[config.mk]
export PLATFORM = sky130hd
export DESIGN_NAME = fsb_initiator_flat
export DESIGN_NICKNAME = d
export VERILOG_FILES = /design/src/rtl/fsb_pkg.sv /design/src/rtl/fsb_initiator_if.sv /design/src/rtl/fsb_eclk.sv /design/src/rtl/fsb_initiator.sv /design/src/flat_wrapper.sv
export SDC_FILE = /design/constraint.sdc
export NUM_CORES = 1
export LEC_CHECK = 0
export CAP_MARGIN = 20
export CELL_PAD_IN_SITES_DETAIL_PLACEMENT = 1
export CELL_PAD_IN_SITES_GLOBAL_PLACEMENT = 1
export CORE_ASPECT_RATIO = 0.8
export CORE_MARGIN = 2
export CORE_UTILIZATION = 36
export CTS_CLUSTER_SIZE = 28
export DETAILED_ROUTE_END_ITERATION = 6
export PLACE_DENSITY_LB_ADDON = 0.05
export SYNTH_ARGS = -nofsm -noshare
export SYNTH_HDL_FRONTEND = slang
export SYNTH_SLANG_ARGS = --single-unit
[constraint.sdc]
create_clock -name FCLK -period 3 [get_ports FCLK]
set_input_delay 0.9 -clock FCLK [delete_from_list [all_inputs] [get_ports FCLK]]
set_output_delay 0.9 -clock FCLK [all_outputs]
set_load 0.02 [all_outputs]
[src/rtl/fsb_pkg.sv]
// fsb_pkg: shared definitions for the front-side-bus initiator and the
// 6800-style E-clock divider.
//   fsb_state_e     bus-cycle sequencer states
//   FSB_TIMEOUT_DEF default WAIT-state limit before an error termination
//   E_DIV_DEF       default E-clock period in FCLK cycles
//   E_HIGH_START    first divider phase with E high
//   VMA_PHASE       divider phase at which nVMA is asserted in a VPA cycle
//   be_norm         byte-enable normalisation (00 means both bytes)
package fsb_pkg;

    typedef enum logic [2:0] {
        ST_IDLE,
        ST_ADDR,
        ST_WAIT,
        ST_VPA,
        ST_TERM
    } fsb_state_e;

    localparam int unsigned FSB_TIMEOUT_DEF = 255;
    localparam int unsigned E_DIV_DEF       = 10;
    localparam int unsigned E_HIGH_START    = 6;
    localparam int unsigned VMA_PHASE       = 2;

    function automatic logic [1:0] be_norm(input logic [1:0] be);
        return (be == 2'b00) ? 2'b11 : be;
    endfunction

endpackage

[src/rtl/fsb_initiator_if.sv]
// fsb_initiator_if: groups the requester handshake and the 68000-style bus
// signals of the initiator.
//   Requester side: Req/ReqRdy, ReqA, ReqRnW, ReqBE, ReqWD, Ack, Err, RD
//   Bus side:       A, RnW, DOE, DOut, DIn, nAS, nUDS, nLDS,
//                   nDTACK, nVPA, nBERR, E, nVMA
//   master: the initiator's view; slave: requester plus responder view.
interface fsb_initiator_if;

    logic        Req;
    logic        ReqRdy;
    logic [22:0] ReqA;
    logic        ReqRnW;
    logic [1:0]  ReqBE;
    logic [15:0] ReqWD;
    logic        Ack;
    logic        Err;
    logic [15:0] RD;

    logic [22:0] A;
    logic        RnW;
    logic        DOE;
    logic [15:0] DOut;
    logic [15:0] DIn;
    logic        nAS;
    logic        nUDS;
    logic        nLDS;
    logic        nDTACK;
    logic        nVPA;
    logic        nBERR;
    logic        E;
    logic        nVMA;

    modport master (
        input  Req, ReqA, ReqRnW, ReqBE, ReqWD, DIn, nDTACK, nVPA, nBERR,
        output ReqRdy, Ack, Err, RD, A, RnW, DOE, DOut, nAS, nUDS, nLDS,
               E, nVMA
    );

    modport slave (
        output Req, ReqA, ReqRnW, ReqBE, ReqWD, DIn, nDTACK, nVPA, nBERR,
        input  ReqRdy, Ack, Err, RD, A, RnW, DOE, DOut, nAS, nUDS, nLDS,
               E, nVMA
    );

endinterface

[src/rtl/fsb_eclk.sv]
// fsb_eclk: free-running 6800-style E-clock divider.
//   clk   in   clock
//   rst   in   synchronous reset, active-high (phase=0, e=0)
//   e     out  E clock, low for phases 0..HIGH_START-1, high afterwards
//   phase out  current divider phase, wraps EDIV-1 -> 0
module fsb_eclk
    import fsb_pkg::*;
#(
    parameter int unsigned EDIV       = E_DIV_DEF,
    parameter int unsigned HIGH_START = E_HIGH_START
) (
    input  logic       clk,
    input  logic       rst,
    output logic       e,
    output logic [7:0] phase
);

    logic [7:0] phase_nxt;

    always_comb begin
        phase_nxt = (phase == 8'(EDIV - 1)) ? '0 : phase + 8'd1;
    end

    // E is registered from the next phase so it stays aligned with phase.
    always_ff @(posedge clk) begin
        if (rst) begin
            phase <= '0;
            e     <= 1'b0;
        end else begin
            phase <= phase_nxt;
            e     <= (phase_nxt >= 8'(HIGH_START));
        end
    end

endmodule

[src/rtl/fsb_initiator.sv]
// fsb_initiator: MC68HC000-style bus-cycle initiator. Accepts one word
// transfer per request and runs it on the bus, terminating on nDTACK,
// nVPA (E-clock synchronous cycle with nVMA), nBERR or WAIT timeout.
//   FCLK   in  bus clock
//   RESET  in  synchronous reset, active-high
//   bus    fsb_initiator_if.master: requester handshake plus bus signals
// All FSM outputs are registered: values computed in a state appear on the
// outputs during the following cycle.
module fsb_initiator
    import fsb_pkg::*;
#(
    parameter int unsigned TIMEOUT = FSB_TIMEOUT_DEF,
    parameter int unsigned EDIV    = E_DIV_DEF
) (
    input  logic                   FCLK,
    input  logic                   RESET,
    fsb_initiator_if.master        bus
);

    fsb_state_e  state;
    logic [1:0]  be;
    logic [7:0]  wcnt;
    logic        err_flag;
    logic        rd_load;
    logic [15:0] rd_buf;
    logic [7:0]  phase;
    logic        e_clk;

    fsb_eclk #(
        .EDIV       (EDIV),
        .HIGH_START (E_HIGH_START)
    ) u_eclk (
        .clk   (FCLK),
        .rst   (RESET),
        .e     (e_clk),
        .phase (phase)
    );

    assign bus.E = e_clk;

    always_ff @(posedge FCLK) begin
        if (RESET) begin
            state      <= ST_IDLE;
            bus.ReqRdy <= 1'b0;
            bus.Ack    <= 1'b0;
            bus.Err    <= 1'b0;
            bus.RD     <= '0;
            bus.A      <= '0;
            bus.RnW    <= 1'b1;
            bus.DOE    <= 1'b0;
            bus.DOut   <= '0;
            bus.nAS    <= 1'b1;
            bus.nUDS   <= 1'b1;
            bus.nLDS   <= 1'b1;
            bus.nVMA   <= 1'b1;
            be         <= 2'b11;
            wcnt       <= '0;
            err_flag   <= 1'b0;
            rd_load    <= 1'b0;
            rd_buf     <= '0;
        end else begin
            bus.Ack <= 1'b0;
            bus.Err <= 1'b0;
            unique case (state)
                ST_IDLE: begin
                    if (bus.ReqRdy && bus.Req) begin
                        bus.ReqRdy <= 1'b0;
                        bus.A      <= bus.ReqA;
                        bus.RnW    <= bus.ReqRnW;
                        bus.DOut   <= bus.ReqWD;
                        bus.DOE    <= !bus.ReqRnW;
                        be         <= be_norm(bus.ReqBE);
                        wcnt       <= '0;
                        err_flag   <= 1'b0;
                        rd_load    <= 1'b0;
                        state      <= ST_ADDR;
                    end else begin
                        bus.ReqRdy <= 1'b1;
                    end
                end
                ST_ADDR: begin
                    bus.nAS <= 1'b0;
                    if (bus.RnW) begin
                        bus.nUDS <= !be[1];
                        bus.nLDS <= !be[0];
                    end
                    state <= ST_WAIT;
                end
                ST_WAIT: begin
                    // Write data strobes trail nAS by one cycle so DOut has
                    // a full cycle of setup before the strobe.
                    if (!bus.RnW) begin
                        bus.nUDS <= !be[1];
                        bus.nLDS <= !be[0];
                    end
                    if (!bus.nBERR) begin
                        err_flag <= 1'b1;
                        state    <= ST_TERM;
                    end else if (!bus.nDTACK) begin
                        rd_buf  <= bus.DIn;
                        rd_load <= bus.RnW;
                        state   <= ST_TERM;
                    end else if (!bus.nVPA) begin
                        state <= ST_VPA;
                    end else if (wcnt == 8'(TIMEOUT - 1)) begin
                        err_flag <= 1'b1;
                        state    <= ST_TERM;
                    end else if (wcnt != '1) begin
                        wcnt <= wcnt + 8'd1;
                    end
                end
                ST_VPA: begin
                    // nVMA goes low together with divider phase VMA_PHASE;
                    // the transfer completes on the last E-high phase that
                    // follows it, never on one seen before nVMA.
                    if (!bus.nBERR) begin
                        err_flag <= 1'b1;
                        state    <= ST_TERM;
                    end else if (!bus.nVMA && phase == 8'(EDIV - 1)) begin
                        rd_buf  <= bus.DIn;
                        rd_load <= bus.RnW;
                        state   <= ST_TERM;
                    end else if (bus.nVMA && phase == 8'(VMA_PHASE - 1)) begin
                        bus.nVMA <= 1'b0;
                    end
                end
                ST_TERM: begin
                    bus.nAS    <= 1'b1;
                    bus.nUDS   <= 1'b1;
                    bus.nLDS   <= 1'b1;
                    bus.nVMA   <= 1'b1;
                    bus.DOE    <= 1'b0;
                    bus.Ack    <= 1'b1;
                    bus.Err    <= err_flag;
                    bus.ReqRdy <= 1'b1;
                    // RD only moves at Ack so it holds between completions.
                    if (rd_load) begin
                        bus.RD <= rd_buf;
                    end
                    state <= ST_IDLE;
                end
                default: begin
                    state <= ST_IDLE;
                end
            endcase
        end
    end

endmodule

[src/flat_wrapper.sv]
// flat-port wrapper written by rule: the top's interface ports become plain ports
module fsb_initiator_flat import fsb_pkg::*;
#(
    parameter int unsigned TIMEOUT = FSB_TIMEOUT_DEF,
    parameter int unsigned EDIV    = E_DIV_DEF
)
  (FCLK, RESET, bus_Req, bus_ReqA, bus_ReqRnW, bus_ReqBE, bus_ReqWD, bus_DIn, bus_nDTACK, bus_nVPA, bus_nBERR, bus_ReqRdy, bus_Ack, bus_Err, bus_RD, bus_A, bus_RnW, bus_DOE, bus_DOut, bus_nAS, bus_nUDS, bus_nLDS, bus_E, bus_nVMA);
  fsb_initiator_if bus_i ();
  input  logic FCLK;
  input  logic RESET;
  input wire logic [$bits(bus_i.Req)-1:0] bus_Req;
  input wire logic [$bits(bus_i.ReqA)-1:0] bus_ReqA;
  input wire logic [$bits(bus_i.ReqRnW)-1:0] bus_ReqRnW;
  input wire logic [$bits(bus_i.ReqBE)-1:0] bus_ReqBE;
  input wire logic [$bits(bus_i.ReqWD)-1:0] bus_ReqWD;
  input wire logic [$bits(bus_i.DIn)-1:0] bus_DIn;
  input wire logic [$bits(bus_i.nDTACK)-1:0] bus_nDTACK;
  input wire logic [$bits(bus_i.nVPA)-1:0] bus_nVPA;
  input wire logic [$bits(bus_i.nBERR)-1:0] bus_nBERR;
  output wire logic [$bits(bus_i.ReqRdy)-1:0] bus_ReqRdy;
  output wire logic [$bits(bus_i.Ack)-1:0] bus_Ack;
  output wire logic [$bits(bus_i.Err)-1:0] bus_Err;
  output wire logic [$bits(bus_i.RD)-1:0] bus_RD;
  output wire logic [$bits(bus_i.A)-1:0] bus_A;
  output wire logic [$bits(bus_i.RnW)-1:0] bus_RnW;
  output wire logic [$bits(bus_i.DOE)-1:0] bus_DOE;
  output wire logic [$bits(bus_i.DOut)-1:0] bus_DOut;
  output wire logic [$bits(bus_i.nAS)-1:0] bus_nAS;
  output wire logic [$bits(bus_i.nUDS)-1:0] bus_nUDS;
  output wire logic [$bits(bus_i.nLDS)-1:0] bus_nLDS;
  output wire logic [$bits(bus_i.E)-1:0] bus_E;
  output wire logic [$bits(bus_i.nVMA)-1:0] bus_nVMA;
  assign bus_i.Req = bus_Req;
  assign bus_i.ReqA = bus_ReqA;
  assign bus_i.ReqRnW = bus_ReqRnW;
  assign bus_i.ReqBE = bus_ReqBE;
  assign bus_i.ReqWD = bus_ReqWD;
  assign bus_i.DIn = bus_DIn;
  assign bus_i.nDTACK = bus_nDTACK;
  assign bus_i.nVPA = bus_nVPA;
  assign bus_i.nBERR = bus_nBERR;
  assign bus_ReqRdy = bus_i.ReqRdy;
  assign bus_Ack = bus_i.Ack;
  assign bus_Err = bus_i.Err;
  assign bus_RD = bus_i.RD;
  assign bus_A = bus_i.A;
  assign bus_RnW = bus_i.RnW;
  assign bus_DOE = bus_i.DOE;
  assign bus_DOut = bus_i.DOut;
  assign bus_nAS = bus_i.nAS;
  assign bus_nUDS = bus_i.nUDS;
  assign bus_nLDS = bus_i.nLDS;
  assign bus_E = bus_i.E;
  assign bus_nVMA = bus_i.nVMA;
  fsb_initiator #(.TIMEOUT(TIMEOUT), .EDIV(EDIV)) u_core (.FCLK(FCLK), .RESET(RESET), .bus(bus_i));
endmodule
==> flow_metrics.tcl, run 1 <==
set metrics [dict create \
    rows 34 \
    area_growth_pct 41.2 \
    critPathLaunch "bus_nDTACK" \
    power_density_nw_per_um2 527 \
    p_leak_nw 2.18 \
    netlist_top_cells_count "nand2_1 (126), dfxtp_1 (104), a21oi_1 (65), nor2_1 (43), clkbuf_1 (23)" \
    synth_area_leaders "dfxtp_1 (51%), nand2_1 (12%), a21oi_1 (7.9%)" \
    design_area_um2 5780 \
    ys_seq_elements 104 \
    drive_above_1_share 0.0495 \
    drtPass1Iterations 6 \
    multi_input_area_um2 1860 \
    cts_max_path_buffers 2 \
    overflow 0 \
    arrival_ps 2760 \
    rrSetupSlack_ps 720 \
    cp.required_ps 3270 \
    drv_cap 0 \
    met3_usage 0.0883 \
    r2r_end "u_core.wcnt[5]" \
    fin_hold_ws_ps 455 \
    synth-main-ff-cell "dfxtp_1" \
    reg2reg_from "u_core.wcnt[0]" \
    place_congestion 0.795 \
    synth_area_per_cell_um2 8.44 \
    drt-total-wl_um 11500 \
    postCtsHoldBufs 0 \
    crit_path_end "u_core.wcnt[5]" \
    grt_most_used_layer "met2" \
    yosys.area.top_type "dfxtp_1" \
    synthDistinctLibCells 49 \
    hp-class "flip-flop to flip-flop" \
    io_buffers 128 \
    syn-cell-area_um2 4090 \
    die_area_um2 12200 \
    timing.fmax_mhz 401 \
    yosysTopAreaCellShare 0.509 \
    die_y_um 99.4 \
    slew_headroom 0.546 \
    finalCriticalPeriod_ps 2490 \
    rr_worst_depth 7 \
    path_clk_slew_ps 70 \
    fin_cells 750 \
    cts_tree "yes" \
    ys_warn_count 0 \
    grt_pass1_wl_um 18500 \
    dp_slack_ps 176 \
    vdd_drop_max_uv 307 \
    htree_levels 3 \
    fillCellCount 1286 \
    diodes 0 \
    avgRoutedWirePerCell_um 15.4 \
    start_util 0.373 \
    grt_usage 0.191 \
    cts_setup_buffers 0 \
    yosysMostFrequentCell "nand2_1" \
    synth_edf_count 0 \
    cp_max_fo 14 \
    coreArea_um2 11000 \
    min-delay-start "u_core.bus.RD[15]" \
    vias_per_cell 4.98 \
    synthCells 485 \
    outcome "completed" \
    antenna_found_initial 0 \
    use_met1 0.229 \
    dp_cells 734 \
    clock_skew_ps 7.65 \
    rsz0062_at_grt "no" \
    gr-usage-met2 0.314 \
    finalCritPeriodShare 0.832 \
    fin_setup_tns_ps 0 \
    hold_violations 0 \
    dpl_cell_area_um2 5490 \
    remaining_drc_errors 0 \
    ant_nets 0 \
    ctsResizeCount 0 \
    critPathKind "primary input to flip-flop" \
    cts-root-buf "clkbuf_16" \
    ioPinCount 129 \
    numCtsBuffers 9 \
    finalPower_mw 3.04 \
    async_reset_ff_frac 0 \
    finalMaxSlewViolations 0 \
    clock_sinks 104 \
    vias 3736 \
    setup_viol 0 \
    syn_nets 553 \
    die_w_um 123 \
    dpl.hpwl_um 8210 \
    fin_ws_ps 505 \
    nNetsFinal 669 \
    endpoint_kind "flip-flop" \
    final_util 0.527 \
    grt_max_degree 45 \
    cp-start-kind "primary input" \
    tightest_slew_ps 679 \
    clk_latency_ps 340 \
    drt_iter0_drc 133 \
    regArea_um2 2080 \
    yosysSeqAreaShare 0.509 \
    first_global_vias 3792 \
]
state kept, by name, indices dropped and copies added, names as in the netlist:
signal and count:
u_core.bus.nLDS 1, u_core.wcnt 8, u_core.u_eclk.e 1, u_core.rd_load 1
u_core.be 2, u_core.state 3, u_core.bus.A 23, u_core.u_eclk.phase 8
u_core.bus.DOut 16, u_core.bus.Ack 1, u_core.bus.Err 1, u_core.bus.nUDS 1
u_core.bus.RD 16, u_core.err_flag 1, u_core.bus.RnW 1, u_core.rd_buf 16
u_core.bus.nVMA 1, u_core.bus.DOE 1, u_core.bus.ReqRdy 1, u_core.bus.nAS 1
power by group:
part | switching, mW | internal, mW | total [mW] | leakage [nW]
clock | 0.523 | 0.615 | 1.14 | 0.143
combinational | 0.219 | 0.216 | 0.435 | 1.19
sequential | 0.0406 | 1.43 | 1.47 | 0.843
total | 0.782 | 2.26 | 3.04 | 2.18
cells by family after synthesis:
| group | share of synthesized area |
|---|---|
| AOI/OAI and AO/OA | 0.134 |
| muxes | 0.0440 |
| and+or+nand+nor | 0.248 |
| xor gates and xnor gates | 0.0150 |
| buffers and inverters | 0.0391 |
| adders and majority gates | 0.0122 |
| DFF | 0.509 |
cell usage in the layout, fill, tap and decap left out, drive strengths merged, types with 5 or more instances in the layout:
master         instances
o211ai                 5
a21oi                 65
mux2i                 18
nand2b                 8
xnor2                  6
buf                    8
or4                    6
dfxtp                104
clkbuf                11
nand3                 11
clkdlybuf4s50        127
nand2                126
inv                    5
nor2                  44
worst min-delay path by stage:
stage / slack (ps) / to / cells past startpoint
floorplan: 430 / u_core.bus.Err / 1
global placement: 440 / u_core.bus.RD[10] / 2
detailed placement: 450 / u_core.bus.RD[14] / 2
CTS: 460 / u_core.bus.RD[15] / 2
global route: 470 / u_core.bus.RD[4] / 2
finish: 450 / u_core.bus.RD[15] / 2
critical path: stages:
cell	delay [ps]
clkdlybuf4s50_1	530
nand3_1	120
a41o_1	230
a21o_1	310
or4_1	510
a21oi_1	160
layout make-up:
cell class                      count  share of cell area
Clock buffer                       11              0.0437
Clock inverter                      5             0.00671
Inverter                            3             0.00195
Multi-Input combinational cell    348               0.322
Sequential cell                   104               0.360
Tap cell                          144              0.0312
Timing Repair Buffer              135               0.234
per-layer routing:
| layer | share of wire | vias to the layer above |
|---|---|---|
| li1 | - | 1852 |
| met1 | 0.44 | 1776 |
| met2 | 0.46 | 100 |
| met3 | 0.093 | 8 |
| met4 | 0.0085 | 0 |
| met5 | 0 | - |
No activity file was read; power rests on OpenSTA's default activity.
==> run 2, diff against run 1 <==
--- a/config.mk
+++ b/config.mk
@@ -10,7 +10,7 @@
 export CELL_PAD_IN_SITES_GLOBAL_PLACEMENT = 1
 export CORE_ASPECT_RATIO = 0.8
 export CORE_MARGIN = 2
-export CORE_UTILIZATION = 36
+export CORE_UTILIZATION = 30
 export CTS_CLUSTER_SIZE = 28
 export DETAILED_ROUTE_END_ITERATION = 6
 export PLACE_DENSITY_LB_ADDON = 0.05
==> constraint.sdc (replaced) <==
create_clock -name FCLK -period 2.2 [get_ports FCLK]
set_input_delay 0.66 -clock FCLK [delete_from_list [all_inputs] [get_ports FCLK]]
set_output_delay 0.66 -clock FCLK [all_outputs]
set_load 0.02 [all_outputs]
==> run 2 against run 1 <==
Critical endpoint unchanged. Combinational power up 44%. Largest cell class unchanged. Sequential share of layout area down 0.69 points. Register-to-register slack worse by 620 ps. Die area up 19%. Critical path depth unchanged. Non-clock buffer count up 10.
==> flow_metrics.tcl, run 2 (synthesized netlist as in run 1, its figures left out) <==
set metrics [dict create \
    outcome "completed" \
    fin_setup_tns_ps 0 \
    fin_cells 796 \
    clock_sinks 104 \
    cp_slowest_cell "clkdlybuf4s50_1" \
    p_leak_nw 2.22 \
    dp_cells 780 \
    area_growth_pct 44.2 \
    vias 3742 \
    rsz0062_at_grt "no" \
    cts_max_path_buffers 2 \
    critPathKind "primary input to flip-flop" \
    clock_skew_ps 10.9 \
    overflow 0 \
    drv_cap 0 \
    largest_register_ffs 23 \
    hp-class "flip-flop to flip-flop" \
    path_clk_slew_ps 70 \
    hold_violations 0 \
    power_density_nw_per_um2 702 \
    mostFrequentLayoutCells "clkdlybuf4s50_1 (127), nand2_1 (126), dfxtp_1 (103)" \
    diodes 0 \
    htree_levels 3 \
    cp.required_ps 2470 \
    crit_path_max_incr_delay_ps 480 \
    drt_iter0_drc 133 \
    finalCritPeriodShare 0.955 \
    first_global_vias 3890 \
    vias_per_cell 4.70 \
    nNetsFinal 679 \
    start_util 0.304 \
    die_w_um 135 \
    io_buffers 128 \
    dpl_cell_area_um2 5620 \
    dpl.hpwl_um 8240 \
    path_cells "clkdlybuf4s50_1, nand3_1, a41o_1, a21o_4, or4_1, a21oi_1" \
    final_util 0.439 \
    vdd_drop_max_uv 350 \
    largest-register "u_core.bus.A" \
    grt_usage 0.166 \
    drt-total-wl_um 11700 \
    ioPinCount 129 \
    die_y_um 108 \
    place_congestion 0.805 \
    cp-start-kind "primary input" \
    grt_pass1_wl_um 19000 \
    cp_max_fo 9 \
    avgRoutedWirePerCell_um 14.7 \
    timing.fmax_mhz 476 \
    rows 38 \
    ant_nets 0 \
    finalPower_mw 4.14 \
    die_area_um2 14600 \
    path_buf_inv 1 \
    antenna_found_initial 0 \
    mostFrequentLayoutCell "clkdlybuf4s50_1" \
    cts-root-buf "clkbuf_16" \
    postCtsHoldBufs 0 \
    min-delay-start "u_core.rd_buf[5]" \
    critPathLaunch "bus_nBERR" \
    drtPass1Iterations 4 \
    slew_headroom 0.516 \
    tightest_slew_ps 723 \
    finalMaxSlewViolations 0 \
    multi_input_area_um2 1870 \
    finalCriticalPeriod_ps 2100 \
    arrival_ps 2370 \
    cts_tree "yes" \
    coreArea_um2 13500 \
    cp_top_family "compound AO/OA/AOI/OAI gates" \
    fillCellCount 1581 \
    clk_latency_ps 350 \
    reg2reg_from "u_core.wcnt[0]" \
    numCtsBuffers 9 \
    drive_above_1_share 0.0666 \
    remaining_drc_errors 0 \
    design_area_um2 5900 \
    endpoint_kind "flip-flop" \
    grt_max_degree 56 \
    setup_viol 0 \
    regArea_um2 2090 \
]
## run 2: changes by cell type in the layout (fill, tap and decap cells not counted), sizes merged
cell / before / now
buf: 8 / 18
clkbuf: 11 / 10
clkinvlp: 1 / 2
## run 2: tightest hold or removal path, stage by stage, from the launching register on
cell,delay (ps)
dfxtp_1,310
nand2_1,50
a21oi_1,50
## run 2: final cells by class
class,instances,area share
Sequential cell,104,0.353
Inverter,3,0.00191
Clock buffer,10,0.0388
Tap cell,180,0.0382
Clock inverter,6,0.00721
Timing Repair Buffer,145,0.244
Multi-Input combinational cell,348,0.316
## run 2: per-stage QoR
step / setup WS, ps / hold WS (ps)
3_5_place_dp: -322 / 448
5_1_grt: 11.0 / 473
3_3_place_gp: -200 / 435
4_1_cts: 52.9 / 459
6_report: 98.1 / 453
2_1_floorplan: 260 / 430
## run 2: worst paths after layout
kind,to,slack [ps],cells past startpoint
min reg2reg,u_core.bus.RD[5],450,2
min,u_core.bus.RD[5],450,2
max reg2reg,u_core.wcnt[5],100,7
max,u_core.wcnt[5],100,6
## run 2: per-layer routing
metal	GRT usage	wire length, um
met2	0.277	5440
met5	0	0
met1	0.191	5160
met4	0.0481	125
met3	0.0769	989
## run 2: power by group
part	switching [mW]	total, mW	internal, mW	leakage (nW)
Combinational	0.313	0.627	0.314	1.25
Sequential	0.0472	2.00	1.95	0.844
Clock	0.743	1.52	0.774	0.129
Total	1.10	4.14	3.04	2.22
## run 2: what timing repair did
| action | CTS | global route |
|---|---|---|
| endpoints found under the setup margin | 2 | 2 |
| buffers inserted | 0 | 0 |
| gates resized for setup | 1 | 3 |
